$ cat src/rtl/note_seq_pkg.sv
// rtl/note_seq_pkg.sv - shared types and register map for the note sequencer
package note_seq_pkg;

    localparam logic [4:0] ADDR_PUSH = 5'd0;
    localparam logic [4:0] ADDR_FCW  = 5'd1;
    localparam logic [4:0] ADDR_CTRL = 5'd2;
    localparam logic [4:0] ADDR_TDIV = 5'd3;
    localparam logic [4:0] ADDR_GAP  = 5'd4;

    localparam int CTRL_EN      = 0;
    localparam int CTRL_FLUSH   = 1;
    localparam int CTRL_CLR_OVF = 2;

    typedef struct packed {
        logic [31:0] fcw;
        logic [15:0] dur;
    } note_t;

    typedef enum logic [1:0] {IDLE, LOAD, PLAY, GAP} state_t;

    // A zero duration still plays for one tick
    function automatic logic [15:0] dur_min1(input logic [15:0] d);
        return (d == 16'd0) ? 16'd1 : d;
    endfunction

    // A zero divider behaves as divide-by-one
    function automatic logic [31:0] div_min1(input logic [31:0] d);
        return (d == 32'd0) ? 32'd1 : d;
    endfunction

endpackage

$ cat src/rtl/fifo_sync.sv
// rtl/fifo_sync.sv - single-clock first-word-fall-through FIFO with flush
module fifo_sync #(
    parameter int WIDTH = 48,
    parameter int AW    = 4
) (
    input  logic             clk,
    input  logic             reset_n,
    input  logic             push,
    input  logic             pop,
    input  logic             flush,
    input  logic [WIDTH-1:0] wdata,
    output logic [WIDTH-1:0] rdata,
    output logic             full,
    output logic             empty,
    output logic [AW:0]      count
);

    localparam int DEPTH = 1 << AW;

    logic [WIDTH-1:0] r_mem [DEPTH];
    logic [AW-1:0]    r_wptr;
    logic [AW-1:0]    r_rptr;
    logic [AW:0]      r_count;
    logic             w_push;
    logic             w_pop;

    // Flush overrides both ports; writes into a full FIFO are dropped
    assign w_push = push && !full && !flush;
    assign w_pop  = pop && !empty && !flush;

    assign full  = r_count[AW];
    assign empty = (r_count == '0);
    assign count = r_count;
    assign rdata = r_mem[r_rptr];

    // Storage array, written only on an accepted push
    always_ff @(posedge clk) begin
        if (w_push) begin
            r_mem[r_wptr] <= wdata;
        end
    end

    // Pointers and occupancy; simultaneous push and pop leave count unchanged
    always_ff @(posedge clk) begin
        if (!reset_n || flush) begin
            r_wptr  <= '0;
            r_rptr  <= '0;
            r_count <= '0;
        end else begin
            if (w_push) r_wptr <= r_wptr + AW'(1);
            if (w_pop)  r_rptr <= r_rptr + AW'(1);
            case ({w_push, w_pop})
                2'b10:   r_count <= r_count + (AW+1)'(1);
                2'b01:   r_count <= r_count - (AW+1)'(1);
                default: r_count <= r_count;
            endcase
        end
    end

endmodule

$ cat src/rtl/mmio_note_seq.sv
// rtl/mmio_note_seq.sv - MMIO note scheduler driving DDFS fcw and ADSR gate
module mmio_note_seq
    import note_seq_pkg::*;
#(
    parameter int          FIFO_AW      = 4,
    parameter logic [31:0] TICK_DIV_RST = 32'd100000,
    parameter logic [15:0] GAP_RST      = 16'd10
) (
    input  logic        clk,
    input  logic        reset_n,
    input  logic        cs,
    input  logic        read,
    input  logic        write,
    input  logic [4:0]  addr,
    input  logic [31:0] write_data,
    output logic [31:0] read_data,
    output logic [31:0] fcw,
    output logic        gate,
    output logic        note_start
);

    logic [31:0]    r_fcw_stage;
    logic [31:0]    r_tick_div;
    logic [15:0]    r_gap;
    logic           r_enable;
    logic           r_ovf;
    state_t         r_state;
    logic [31:0]    r_fcw;
    logic [31:0]    r_tdiv_lat;
    logic [31:0]    r_presc;
    logic [15:0]    r_dcnt;
    logic [15:0]    r_gcnt;
    logic           r_note_start;

    logic           w_wr;
    logic           w_ctrl_wr;
    logic           w_push_req;
    logic           w_push_ok;
    logic           w_flush;
    logic           w_clr_ovf;
    logic           w_full;
    logic           w_empty;
    logic [FIFO_AW:0] w_count;
    note_t          w_entry;
    note_t          w_head;
    logic           w_tick;
    logic           w_gap_exit;
    logic           w_load;
    logic [31:0]    w_status;
    logic           w_unused_read;

    // Reads are side-effect free, so the read strobe carries no information
    assign w_unused_read = read;

    assign w_wr       = cs && write;
    assign w_ctrl_wr  = w_wr && (addr == ADDR_CTRL);
    assign w_push_req = w_wr && (addr == ADDR_PUSH);
    assign w_flush    = w_ctrl_wr && write_data[CTRL_FLUSH];
    assign w_clr_ovf  = w_ctrl_wr && write_data[CTRL_CLR_OVF];
    assign w_push_ok  = w_push_req && !w_full && !w_flush;
    assign w_entry    = '{fcw: r_fcw_stage, dur: write_data[15:0]};

    fifo_sync #(
        .WIDTH ($bits(note_t)),
        .AW    (FIFO_AW)
    ) u_fifo (
        .clk     (clk),
        .reset_n (reset_n),
        .push    (w_push_req),
        .pop     (w_load),
        .flush   (w_flush),
        .wdata   (w_entry),
        .rdata   (w_head),
        .full    (w_full),
        .empty   (w_empty),
        .count   (w_count)
    );

    assign w_tick     = (r_presc == div_min1(r_tdiv_lat) - 32'd1);
    assign w_gap_exit = (r_state == GAP) &&
                        ((r_gcnt == 16'd0) || ((r_gcnt == 16'd1) && w_tick));
    // The last gap cycle loads the next note directly so a zero gap
    // leaves exactly one low gate cycle between back-to-back notes
    assign w_load     = !w_flush && !w_empty &&
                        ((r_state == LOAD) || (w_gap_exit && r_enable));

    assign fcw        = r_fcw;
    assign gate       = (r_state == PLAY);
    assign note_start = r_note_start;

    // Configuration registers and sticky overflow flag
    always_ff @(posedge clk) begin
        if (!reset_n) begin
            r_fcw_stage <= 32'd0;
            r_tick_div  <= TICK_DIV_RST;
            r_gap       <= GAP_RST;
            r_enable    <= 1'b0;
            r_ovf       <= 1'b0;
        end else begin
            if (w_wr && (addr == ADDR_FCW))  r_fcw_stage <= write_data;
            if (w_wr && (addr == ADDR_TDIV)) r_tick_div  <= write_data;
            if (w_wr && (addr == ADDR_GAP))  r_gap       <= write_data[15:0];
            if (w_ctrl_wr)                   r_enable    <= write_data[CTRL_EN];
            if (w_clr_ovf)                   r_ovf       <= 1'b0;
            if (w_push_req && w_full && !w_flush) r_ovf  <= 1'b1;
        end
    end

    // Sequencer: pop a note, hold gate for its duration, then a silent gap
    always_ff @(posedge clk) begin
        if (!reset_n) begin
            r_state      <= IDLE;
            r_fcw        <= 32'd0;
            r_tdiv_lat   <= 32'd0;
            r_presc      <= 32'd0;
            r_dcnt       <= 16'd0;
            r_gcnt       <= 16'd0;
            r_note_start <= 1'b0;
        end else begin
            r_note_start <= 1'b0;
            if (w_flush) begin
                r_state <= IDLE;
            end else if (w_load) begin
                r_state      <= PLAY;
                r_fcw        <= w_head.fcw;
                r_dcnt       <= dur_min1(w_head.dur);
                r_tdiv_lat   <= r_tick_div;
                r_presc      <= 32'd0;
                r_note_start <= 1'b1;
            end else begin
                case (r_state)
                    IDLE: begin
                        if (r_enable && (!w_empty || w_push_ok)) r_state <= LOAD;
                    end
                    PLAY: begin
                        r_presc <= w_tick ? 32'd0 : r_presc + 32'd1;
                        if (w_tick) begin
                            if (r_dcnt == 16'd1) begin
                                r_state <= GAP;
                                r_gcnt  <= r_gap;
                                r_presc <= 32'd0;
                            end else begin
                                r_dcnt <= r_dcnt - 16'd1;
                            end
                        end
                    end
                    GAP: begin
                        if (w_gap_exit) begin
                            r_state <= IDLE;
                        end else begin
                            r_presc <= w_tick ? 32'd0 : r_presc + 32'd1;
                            if (w_tick) r_gcnt <= r_gcnt - 16'd1;
                        end
                    end
                    default: r_state <= IDLE;
                endcase
            end
        end
    end

    // Status word and register readback
    always_comb begin
        w_status                  = 32'd0;
        w_status[8 +: FIFO_AW+1]  = w_count;
        w_status[3]               = r_ovf;
        w_status[2]               = (r_state != IDLE);
        w_status[1]               = w_full;
        w_status[0]               = w_empty;
        case (addr)
            ADDR_PUSH: read_data = w_status;
            ADDR_FCW:  read_data = r_fcw_stage;
            ADDR_TDIV: read_data = r_tick_div;
            ADDR_GAP:  read_data = {16'd0, r_gap};
            default:   read_data = 32'd0;
        endcase
    end

endmodule

$ cat config.mk
export PLATFORM = sky130hd
export DESIGN_NAME = mmio_note_seq
export DESIGN_NICKNAME = d
export VERILOG_FILES = /design/src/rtl/note_seq_pkg.sv /design/src/rtl/fifo_sync.sv /design/src/rtl/mmio_note_seq.sv
export SDC_FILE = /design/constraint.sdc
export NUM_CORES = 1
export LEC_CHECK = 0
export BUFFER_PORTS_ARGS = -buffer_cell sky130_fd_sc_hd__buf_4
export CAP_MARGIN = 15
export CORE_MARGIN = 2
export CORE_UTILIZATION = 62
export CTS_CLUSTER_DIAMETER = 80
export DETAILED_ROUTE_END_ITERATION = 6
export GPL_TIMING_DRIVEN = 1
export PLACE_DENSITY = 0.79
export SYNTH_ARGS = -nofsm -noshare
export SYNTH_HDL_FRONTEND = slang
export SYNTH_SLANG_ARGS = --single-unit
export TNS_END_PERCENT = 50
$ cat constraint.sdc
create_clock -name clk -period 7.2 [get_ports clk]
set_input_delay 1.08 -clock clk [delete_from_list [all_inputs] [get_ports clk]]
set_output_delay 1.08 -clock clk [all_outputs]
set_load 0.01 [all_outputs]
==> impl_results.md, run 1 <==
* Worst vdd ir at 0.184 mV
* Status: finished with violations
* Total congestion overflow at 0
* Die width at 260 µm
* Critical Path RT at 7.75 ns
* Failing checks: design-rule violations
* Most common cell after layout, fill and taps aside: edfxtp_1
* Synthesized flop and latch total at 998
* Post-Syn Nets at 2581
* Largest net degree at the start of global routing at 126
* YS warnings at 0
* Htree depth at 3
* Worst R2R End: u_fifo.count[4]$_SDFFE_PP0P_
* Critical Path Start Type: register
* RSZ-0062 raised after global routing: false
* Worst-Margin Slew at 1.23 ns
* Slew HR at 17.8%
* Slew Limit Fails at 0
* Crit Path Category: register to register
* Crit. End Element: register
* CP Max Fanout at 10
* Layout Utilization at 70.5%
* DRC Markers at 1
* Tightest Hold Check Type: register to register
* Setup_tns at 0 ns
* Via density at 6.80
* Vias in the first global route at 24400
* Layout overhead on the synthesized area at 12.2%
* PD cells at 248 nW/µm²
* Buffers on Ports at 106
* Clock Latency Late Sink at 0.66 ns
* DRT iter0 DRCs at 3292
* Dpl hpwl at 56400 µm
* CTS buffer count at 95
* Hold-fix buffers, CTS at 0
* Drt first pass iters at 7
* Fin area at 45400 µm²
* Final WL at 105000 µm
* Sequential share of the synthesized area at 68.3%
* Clock root buffer: clkbuf_16
* Clock Skew at 0.0307 ns
* Critical path arrival at 6.89 ns
* Fin crit period at 6.34 ns
* Placed cell areas at 42300 µm²
* F_max at 158 MHz
* Row count at 93
* Total Routing Usage GR at 31.6%
* First-pass GRT wire length at 156000 µm
* RD Place Congestion at 0.922
* Fin crit share at 88.0%
* Highest-count cells in the layout ignoring fill and taps: edfxtp_1, mux4_2, dfxtp_1, nand2_1, buf_4
* Asr flop ratio synth at 0%
* Via count at 24211
* Core area at 64500 µm²
* Clock sink count at 998
* Initial Utilization at 62.8%
* CTS tree: yes
* Syn Area/Cell at 16.0 µm²
* Post-Synthesis Cell Area at 40500 µm²
* Unique cell type count in the Yosys netlist at 70
* Top FF cell, synth: edfxtp_1
* Clk buf depth at 3
* Cell count after synthesis at 2526
* MaxCap Viol Count at 0
* Die area at 67400 µm²
* Critical Path Sink: u_fifo.count[4]$_SDFFE_PP0P_
* Post-CTS Setup Inserts at 0
* Cts repair resizes at 0
* Die H at 260 µm
* Hold Vio Cnt, Final at 0
* Avg WL per Cell at 29.5 µm
* Cell total after placement at 3376
* Setup violators final at 0
* I/O Pins at 108
* Leakage Power at 0.0158 µW
* Worst Setup SP: r_tdiv_lat[6]$_SDFFE_PN0P_
* FF-to-FF path depth at 20
* Layout cells sized above 1 at 21.2%
* Initial antenna violation count at 2
* Detail Route Antenna Nets at 0
* CTS clk-pin slew, worst paths at 0.06 ns
* Number of synthesized flops with an enable pin at 768
* Finished Layout Cells at 3560
* Reg2reg setup slack at 0.86 ns
* Beginning of the worst register-to-register path: r_tdiv_lat[6]$_SDFFE_PN0P_
* Nets at 2677
[cells by family (layout without fill, tap and decap cells)]
| family | Yosys count | in the layout | share of synthesized area, % |
|---|---|---|---|
| xor+xnor | 67 | 67 | 1.45 |
| flops | 998 | 998 | 68.3 |
| fa+ha+maj | 13 | 13 | 0.402 |
| buf+inv | 174 | 351 | 1.72 |
| compound gates | 305 | 305 | 5.19 |
| simple gates | 661 | 661 | 7.88 |
| other cells | 0 | 2 | 0 |
| mux | 308 | 308 | 15.0 |
[power by group]
part | switching, µW | total (µW) | internal (µW) | leakage (µW)
combinational | 67.5 | 100 | 32.8 | 0.00428
sequential | 6.38 | 6150 | 6140 | 0.0100
clock | 2180 | 5000 | 2820 | 0.00152
[registers in the layout (all words and copies together) (netlist names), 32 cells and up, named ones only]
| register | flops |
|---|---|
| fcw | 32 |
| r_tick_div | 32 |
| r_presc | 32 |
| r_fcw_stage | 32 |
| r_tdiv_lat | 32 |
| u_fifo.r_mem | 768 |
[worst min path at each step]
stage,to,cells after the start,from
floorplan,r_ovf$_SDFFE_PN0P_,2,r_ovf$_SDFFE_PN0P_
global placement,r_gcnt[7]$_SDFFE_PN0P_,2,r_gcnt[7]$_SDFFE_PN0P_
detailed placement,r_ovf$_SDFFE_PN0P_,2,r_ovf$_SDFFE_PN0P_
CTS,r_gcnt[1]$_SDFFE_PN0P_,2,r_gcnt[1]$_SDFFE_PN0P_
global route,r_tick_div[31]$_SDFFE_PN0P_,2,r_tick_div[31]$_SDFFE_PN0P_
finish,r_gcnt[1]$_SDFFE_PN0P_,2,r_gcnt[1]$_SDFFE_PN0P_
[critical path, stage by stage (launching register included)]
cell,delay (ns)
dfxtp_1,0.48
nor4_1,0.16
nand4_1,0.28
nor2_1,0.19
a21oi_1,0.25
ha_1,0.25
nor3b_1,0.79
nand4_1,0.40
nor4_1,0.36
a31oi_1,0.17
or4_1,0.73
o31ai_4,0.32
ha_1,0.40
xor2_1,0.12
ha_1,0.23
and3_1,0.21
o21ai_0,0.19
a21oi_1,0.07
a311oi_1,0.39
nor3_1,0.08
o21ba_1,0.17
[metal layers]
metal	part of all wire, %	GRT usage [%]	vias to the layer above
met5	0	0	-
met4	3.3	11.4	0
met3	10	4.88	257
met2	49	51.4	1710
met1	37	44.1	12223
li1	-	-	10021
[metrics by stage]
stage               setup WS, ns  hold WS (ns)  total power (µW)
floorplan                   1.31         0.441              6310
global placement            1.05         0.457              6360
detailed placement         0.991         0.463              6370
CTS                        0.800         0.483             11300
global route               0.401         0.527             11500
finish                     0.862         0.494             11200
[final cells by class]
type / count / area [µm²]
tap: 855 / 1070
inverter: 25 / 93.8
clock buffer: 123 / 2610
clock inverter: 55 / 513
antenna: 2 / 5.00
fill: 3873 / 19000
timing repair buffer: 148 / 1210
multi-input combinational: 1354 / 12300
sequential: 998 / 27700
[synth_stat cells (8+ instances only)]
library cell    n  area [µm²]
edfxtp_1      768       23100
mux4_2        240        5410
dfxtp_1       230        4600
nand2_1       219         822
nor2_1        139         522
clkbuf_1      110         413
a21boi_0       77         578
nor2b_1        70         438
mux2i_1        67         671
o21ai_0        67         335
nor3_1         54         270
a21oi_1        52         260
xnor2_1        41         359
nand3_1        33         165
and2_1         26         163
xor2_1         26         228
inv_1          25        93.8
nor4_1         24         150
a22o_1         22         193
buf_1          22        82.6
or3_1          21         131
nand4_1        18         113
nand2b_1       16         100
ha_1           13         163
a221o_1         9        90.1
a31oi_1         9        56.3
and3_1          9        56.3
buf_2           9        45.0
o21ai_1         8        40.0
Power figures use the tool's default switching activity.
==> run 2: changes to the inputs <==
==> constraint.sdc (replaced) <==
create_clock -name clk -period 6.6 [get_ports clk]
set_input_delay 0.99 -clock clk [delete_from_list [all_inputs] [get_ports clk]]
set_output_delay 0.99 -clock clk [all_outputs]
set_load 0.01 [all_outputs]
==> run 2 against run 1 <==
  * The run now ends clean
  * Clock-buffer cell count up 11
  * Sequential power up 9.1%
  * Hold slack worse by 0.015 ns
  * Register-to-register slack worse by 0.11 ns
  * Die area unchanged
  * Clock skew down 0.0034 ns
  * Clock power up 14%
  * Design area up 0.35%
==> impl_results.md, run 2 (synthesis results as in run 1) <==
* Status: completed
* Leakage Power at 0.0159 µW
* Total Routing Usage GR at 31.2%
* Critical path arrival at 6.41 ns
* DRT iter0 DRCs at 3434
* Fin crit period at 5.85 ns
* PD cells at 274 nW/µm²
* MaxCap Viol Count at 0
* Crit. End Element: register
* Finished Layout Cells at 3572
* CTS clk-pin slew, worst paths at 0.06 ns
* Setup WS pre-CTS at 0.607 ns
* WHS Path Cells at 2
* Clock sink count at 998
* Slew Limit Fails at 0
* Max FFs per register at 768
* FF-to-FF path depth at 21
* Top reg by flops: u_fifo.r_mem
* Slew HR at 22.9%
* Tightest Hold Check Type: register to register
* Highest-count cells in the layout ignoring fill and taps: edfxtp_1, mux4_2, dfxtp_1, nand2_1, buf_4
* Via density at 6.75
* DRC Markers at 0
* Final WL at 104000 µm
* Die H at 260 µm
* Post-CTS Setup Inserts at 0
* Clk buf depth at 3
* Fin crit share at 88.6%
* Dpl hpwl at 57700 µm
* Fin area at 45600 µm²
* Largest net degree at the start of global routing at 101
* Clock Latency Late Sink at 0.67 ns
* Clock Skew at 0.0273 ns
* Die width at 260 µm
* Critical Path RT at 7.16 ns
* Core area at 64500 µm²
* Total congestion overflow at 0
* Row count at 93
* Detail Route Antenna Nets at 0
* CP Max Fanout at 9
* First-pass GRT wire length at 153000 µm
* Layout Utilization at 70.7%
* RD Place Congestion at 0.898
* Most common cell after layout, fill and taps aside: edfxtp_1
* CTS buffer count at 97
* Clock root buffer: clkbuf_16
* F_max at 171 MHz
* Critical Path Start Type: register
* Worst-Margin Slew at 1.15 ns
* Final WS setup at 0.750 ns
* FILL cells at 3889
* Initial antenna violation count at 2
* Htree depth at 3
* Via count at 24103
* Die area at 67400 µm²
* Placed cell areas at 42300 µm²
* Worst vdd ir at 0.233 mV
* Setup_tns at 0 ns
* CTS tree: yes
* Layout cells sized above 1 at 21.5%
* Setup violators final at 0
* Buffers on Ports at 106
* Initial Utilization at 62.8%
* Cell total after placement at 3385
* Vias in the first global route at 24093
* Hold Vio Cnt, Final at 0
* Drt first pass iters at 5
* Avg WL per Cell at 29.0 µm
* Layout overhead on the synthesized area at 12.6%
* Crit Path Category: register to register
* Nets at 2685
* I/O Pins at 108
* RSZ-0062 raised after global routing: false
==> run 2: cell types whose count changed in the layout (fill, tap and decap cells not counted), sizes merged <==
cell	delta
clkbuf	+11
clkinv	-9
buf	+6
bufinv	+2
inv	+2
==> run 2: path summary, 6_finish.rpt <==
| path | startpoint | endpoint | slack (ns) |
|---|---|---|---|
| worst max-delay path | r_tdiv_lat[15]$_SDFFE_PN0P_ | u_fifo.count[4]$_SDFFE_PP0P_ | 0.75 |
| worst min-delay path | r_ovf$_SDFFE_PN0P_ | r_ovf$_SDFFE_PN0P_ | 0.48 |
| worst max register to register | r_tdiv_lat[15]$_SDFFE_PN0P_ | u_fifo.count[4]$_SDFFE_PP0P_ | 0.75 |
| worst min register to register | r_ovf$_SDFFE_PN0P_ | r_ovf$_SDFFE_PN0P_ | 0.48 |
==> run 2: metrics by stage <==
step | total power [µW] | hold slack [ns]
detailed placement | 6950 | 0.465
global route | 12800 | 0.490
finish | 12500 | 0.479
global placement | 6940 | 0.459
CTS | 12600 | 0.474
floorplan | 6880 | 0.441
==> run 2: final cells by class <==
cell class,instances,area [µm²],area share [%]
Sequential cell,998,27700,60.7
Antenna cell,2,5.00,0.0110
Clock inverter,50,581,1.27
Timing Repair Buffer,154,1200,2.63
Inverter,25,93.8,0.206
Tap cell,855,1070,2.35
Multi-Input combinational cell,1354,12300,26.9
Clock buffer,134,2700,5.92
==> run 2: worst max-delay path: stages, from the launching register on <==
cell,delay [ns]
dfxtp_1,0.39
nor4_2,0.50
nand3_1,0.30
nor2_1,0.41
a21oi_1,0.14
ha_1,0.31
xnor2_1,0.13
a221o_1,0.28
a2111oi_0,0.30
o211ai_1,0.15
nor4b_1,0.33
nand4_1,0.35
o31ai_4,0.42
ha_1,0.40
xor2_1,0.12
ha_1,0.22
and3_1,0.19
o21ai_0,0.15
a21oi_1,0.06
a311oi_1,0.35
nor3_1,0.08
o21ba_1,0.17
==> run 2: what timing repair did <==
action	in CTS	in global routing
hold buffers	0	0
gates resized for setup	0	1
setup endpoints to repair	0	1
==> run 2: metal layers <==
metal	vias to the layer above	GRT usage (%)	share of wire, %	routed length (µm)
met5	-	0	0	0
met4	0	11.3	3.2	3350
met3	232	5.76	11	11000
met2	1592	51.0	50	51300
met1	12241	42.7	37	38000
li1	10038	-	-	-
==> run 2: where the power goes <==
part | internal, µW | leakage, µW | switching (µW)
registers | 6700 | 0.0100 | 6.79
logic | 35.3 | 0.00430 | 73.9
clock network | 3250 | 0.00159 | 2440
==> run 3: changes to the inputs <==
==> constraint.sdc (replaced) <==
create_clock -name clk -period 5.9 [get_ports clk]
set_input_delay 0.885 -clock clk [delete_from_list [all_inputs] [get_ports clk]]
set_output_delay 0.885 -clock clk [all_outputs]
set_load 0.01 [all_outputs]
==> run 3 against run 2 <==
  * The run now ends with design-rule violations left
  * First-iteration DRC count decreased by 3.7%
  * Clock power increased by 12%
  * Fmax increased by 8.2%
  * Global-route usage increased by 0.056 points
  * Via count increased by 0.66%
  * Wire length about the same
  * Sequential share of layout area decreased by 0.17 points
  * Die area unchanged
  * Clock skew increased by 0.0056 ns
  * Hold slack improved by 0.0050 ns
  * Power increased by 12%
  * Highest routed layer is now met5
==> impl_results.md, run 3 (synthesis results as in run 1) <==
* Status: finished with violations
* Failing checks: design-rule violations
* FILL cells at 3844
* Beginning of the worst register-to-register path: r_tdiv_lat[4]$_SDFFE_PN0P_
* Setup violators final at 0
* Crit path cell chain: nor4_1 > nand4_1 > nor2_1 > a21oi_1 > ha_1 > xnor2_1 > a221o_1 > a2111oi_0 > o211ai_1 > nor4b_1 > nand4_1 > o31ai_4 > ha_1 > xor2_1 > ha_1 > and3_1 > o21ai_0 > a21oi_1 > a311oi_1 > nor3_1 > o21ba_1
* Hold Vio Cnt, Final at 0
* Worst-Margin Slew at 1.18 ns
* Clock Latency Late Sink at 0.67 ns
* Detail Route Antenna Nets at 0
* Post-CTS Setup Inserts at 0
* Buffers on Ports at 106
* Flop pwr share at 53.6%
* Core area at 64500 µm²
* Most common cell after layout, fill and taps aside: edfxtp_1
* First-pass GRT wire length at 155000 µm
* Worst R2R End: u_fifo.count[4]$_SDFFE_PP0P_
* RD Place Congestion at 0.920
* Max FFs per register at 768
* Die H at 260 µm
* Int Pwr at 11200 µW
* WHS Path Cells at 2
* Layout cells sized above 1 at 22.0%
* Critical Path Start Type: register
* Worst vdd ir at 0.249 mV
* Via count at 24262
* Crit. End Element: register
* Biggest cell delay along the critical path at 0.59 ns
* Leakage Power at 0.0160 µW
* Multi-input logic area at 12300 µm²
* CTS buffer count at 98
* Slowest CP cell: nor4_1
* Dpl hpwl at 57100 µm
* CTS tree: yes
* Initial antenna violation count at 3
* FF/Latch Area at 27700 µm²
* Clock Skew at 0.0329 ns
* Worst path top cell family by delay: compound AO/OA/AOI/OAI gates
* Crit Path Category: register to register
* Top reg by flops: u_fifo.r_mem
* Final WL at 104000 µm
* Hold-fix buffers, CTS at 0
* Reg2reg setup slack at 0.49 ns
* F_max at 185 MHz
* RSZ-0062 raised after global routing: false
* Clk buf depth at 3
* Tightest Hold Check Type: register to register
* I/O Pins at 108
* WHS Endpoint: r_gcnt[7]$_SDFFE_PN0P_
* Clock network power share at 45.5%
* Hold Startpoint: r_gcnt[7]$_SDFFE_PN0P_
* Largest net degree at the start of global routing at 106
* Row count at 93
* Setup_tns at 0 ns
* Avg WL per Cell at 28.9 µm
* Fin area at 45700 µm²
* CP Max Fanout at 6
* Via density at 6.77
* Htree depth at 3
* Highest-count cells in the layout ignoring fill and taps: edfxtp_1, mux4_2, dfxtp_1, nand2_1, buf_4
* Placed cell areas at 42400 µm²
* Logic pwr share at 0.9%
* Cell repeated most along the worst path: ha_1
* Slew Limit Fails at 0
* DRT iter0 DRCs at 3306
* Fin crit period at 5.41 ns
* Clock root buffer: clkbuf_16
* CTS clk-pin slew, worst paths at 0.07 ns
* Slew HR at 20.6%
* FF-to-FF path depth at 21
* Total congestion overflow at 0
* PD cells at 306 nW/µm²
* Initial Utilization at 62.8%
* Critical Path RT at 6.45 ns
* Die area at 67400 µm²
* Fin crit share at 91.6%
* Switching part of the total at 20.0%
* DRC Markers at 1
* Critical path arrival at 5.96 ns
* Cts repair resizes at 0
* Vias in the first global route at 24301
* Die width at 260 µm
* Clock sink count at 998
* Nets at 2697
* Psw at 2800 µW
* Drt first pass iters at 7
* Sum of buffers and inverters on the critical path at 0
* MaxCap Viol Count at 0
* Total Routing Usage GR at 31.3%
* Layout overhead on the synthesized area at 12.9%
[run 3: cell types whose count changed in the layout (fill, tap and decap cells not counted), moves of 3 or more]
cell / delta
inv_6: +5
buf_12: +4
clkinv_4: +3
clkinv_2: +3
buf_4: +7
clkbuf_1: -6
[run 3: metal layers]
metal	GRT usage, %	vias up	share of wire, %
met5	0	-	0.014
met4	9.00	2	2.6
met3	5.79	213	10
met2	50.9	1633	50
met1	44.0	12352	37
li1	-	10062	-
[run 3: power groups by stage]
stage          registers (µW)  clock network [µW]  logic, µW
6_report                 7500                6370        125
3_3_place_gp             7650                   0        115
4_1_cts                  7500                6420        121
5_1_grt                  7500                6680        131
2_1_floorplan            7650                   0       43.4
3_5_place_dp             7660                   0        120
[run 3: worst max-delay path by stage]
stage | start | end | slack, ns | cells past startpoint
global placement | r_tdiv_lat[19]$_SDFFE_PN0P_ | u_fifo.count[4]$_SDFFE_PP0P_ | 0.51 | 21
global route | r_tdiv_lat[14]$_SDFFE_PN0P_ | u_fifo.count[4]$_SDFFE_PP0P_ | 0.009 | 21
floorplan | addr[0] | u_fifo.r_mem[3][0]$_DFFE_PP_ | 0.20 | 6
finish | r_tdiv_lat[4]$_SDFFE_PN0P_ | u_fifo.count[4]$_SDFFE_PP0P_ | 0.49 | 21
CTS | r_tdiv_lat[19]$_SDFFE_PN0P_ | u_fifo.count[4]$_SDFFE_PP0P_ | 0.34 | 21
detailed placement | r_tdiv_lat[19]$_SDFFE_PN0P_ | u_fifo.count[4]$_SDFFE_PP0P_ | 0.38 | 21
[run 3: cell type report]
| class | count | share of cell area (%) |
|---|---|---|
| Clock inverter | 56 | 1.31 |
| Sequential cell | 998 | 60.5 |
| Timing Repair Buffer | 165 | 2.92 |
| Antenna cell | 1 | 0.00547 |
| Multi-Input combinational cell | 1354 | 26.8 |
| Inverter | 25 | 0.205 |
| Tap cell | 855 | 2.34 |
| Clock buffer | 129 | 5.86 |
[run 3: metrics by stage]
stage	hold WS (ns)	std cells	power, µW	setup slack, ns	util [%]
3_3_place_gp	0.459	3396	7770	0.514	65.8
5_1_grt	0.499	3583	14300	0.00867	70.9
4_1_cts	0.480	3581	14000	0.342	70.9
3_5_place_dp	0.472	3396	7780	0.383	65.8
6_report	0.484	3583	14000	0.494	70.9
2_1_floorplan	0.441	2526	7700	0.202	-
[run 3: worst reg2reg max path, stage by stage (launching register included)]
cell	delay, ns
dfxtp_1	0.37
nor4_1	0.59
nand4_1	0.23
nor2_1	0.20
a21oi_1	0.10
ha_1	0.29
xnor2_1	0.13
a221o_1	0.27
a2111oi_0	0.34
o211ai_1	0.16
nor4b_1	0.32
nand4_1	0.31
o31ai_4	0.39
ha_1	0.23
xor2_1	0.09
ha_1	0.22
and3_1	0.20
o21ai_0	0.18
a21oi_1	0.07
a311oi_1	0.35
nor3_1	0.09
o21ba_1	0.18
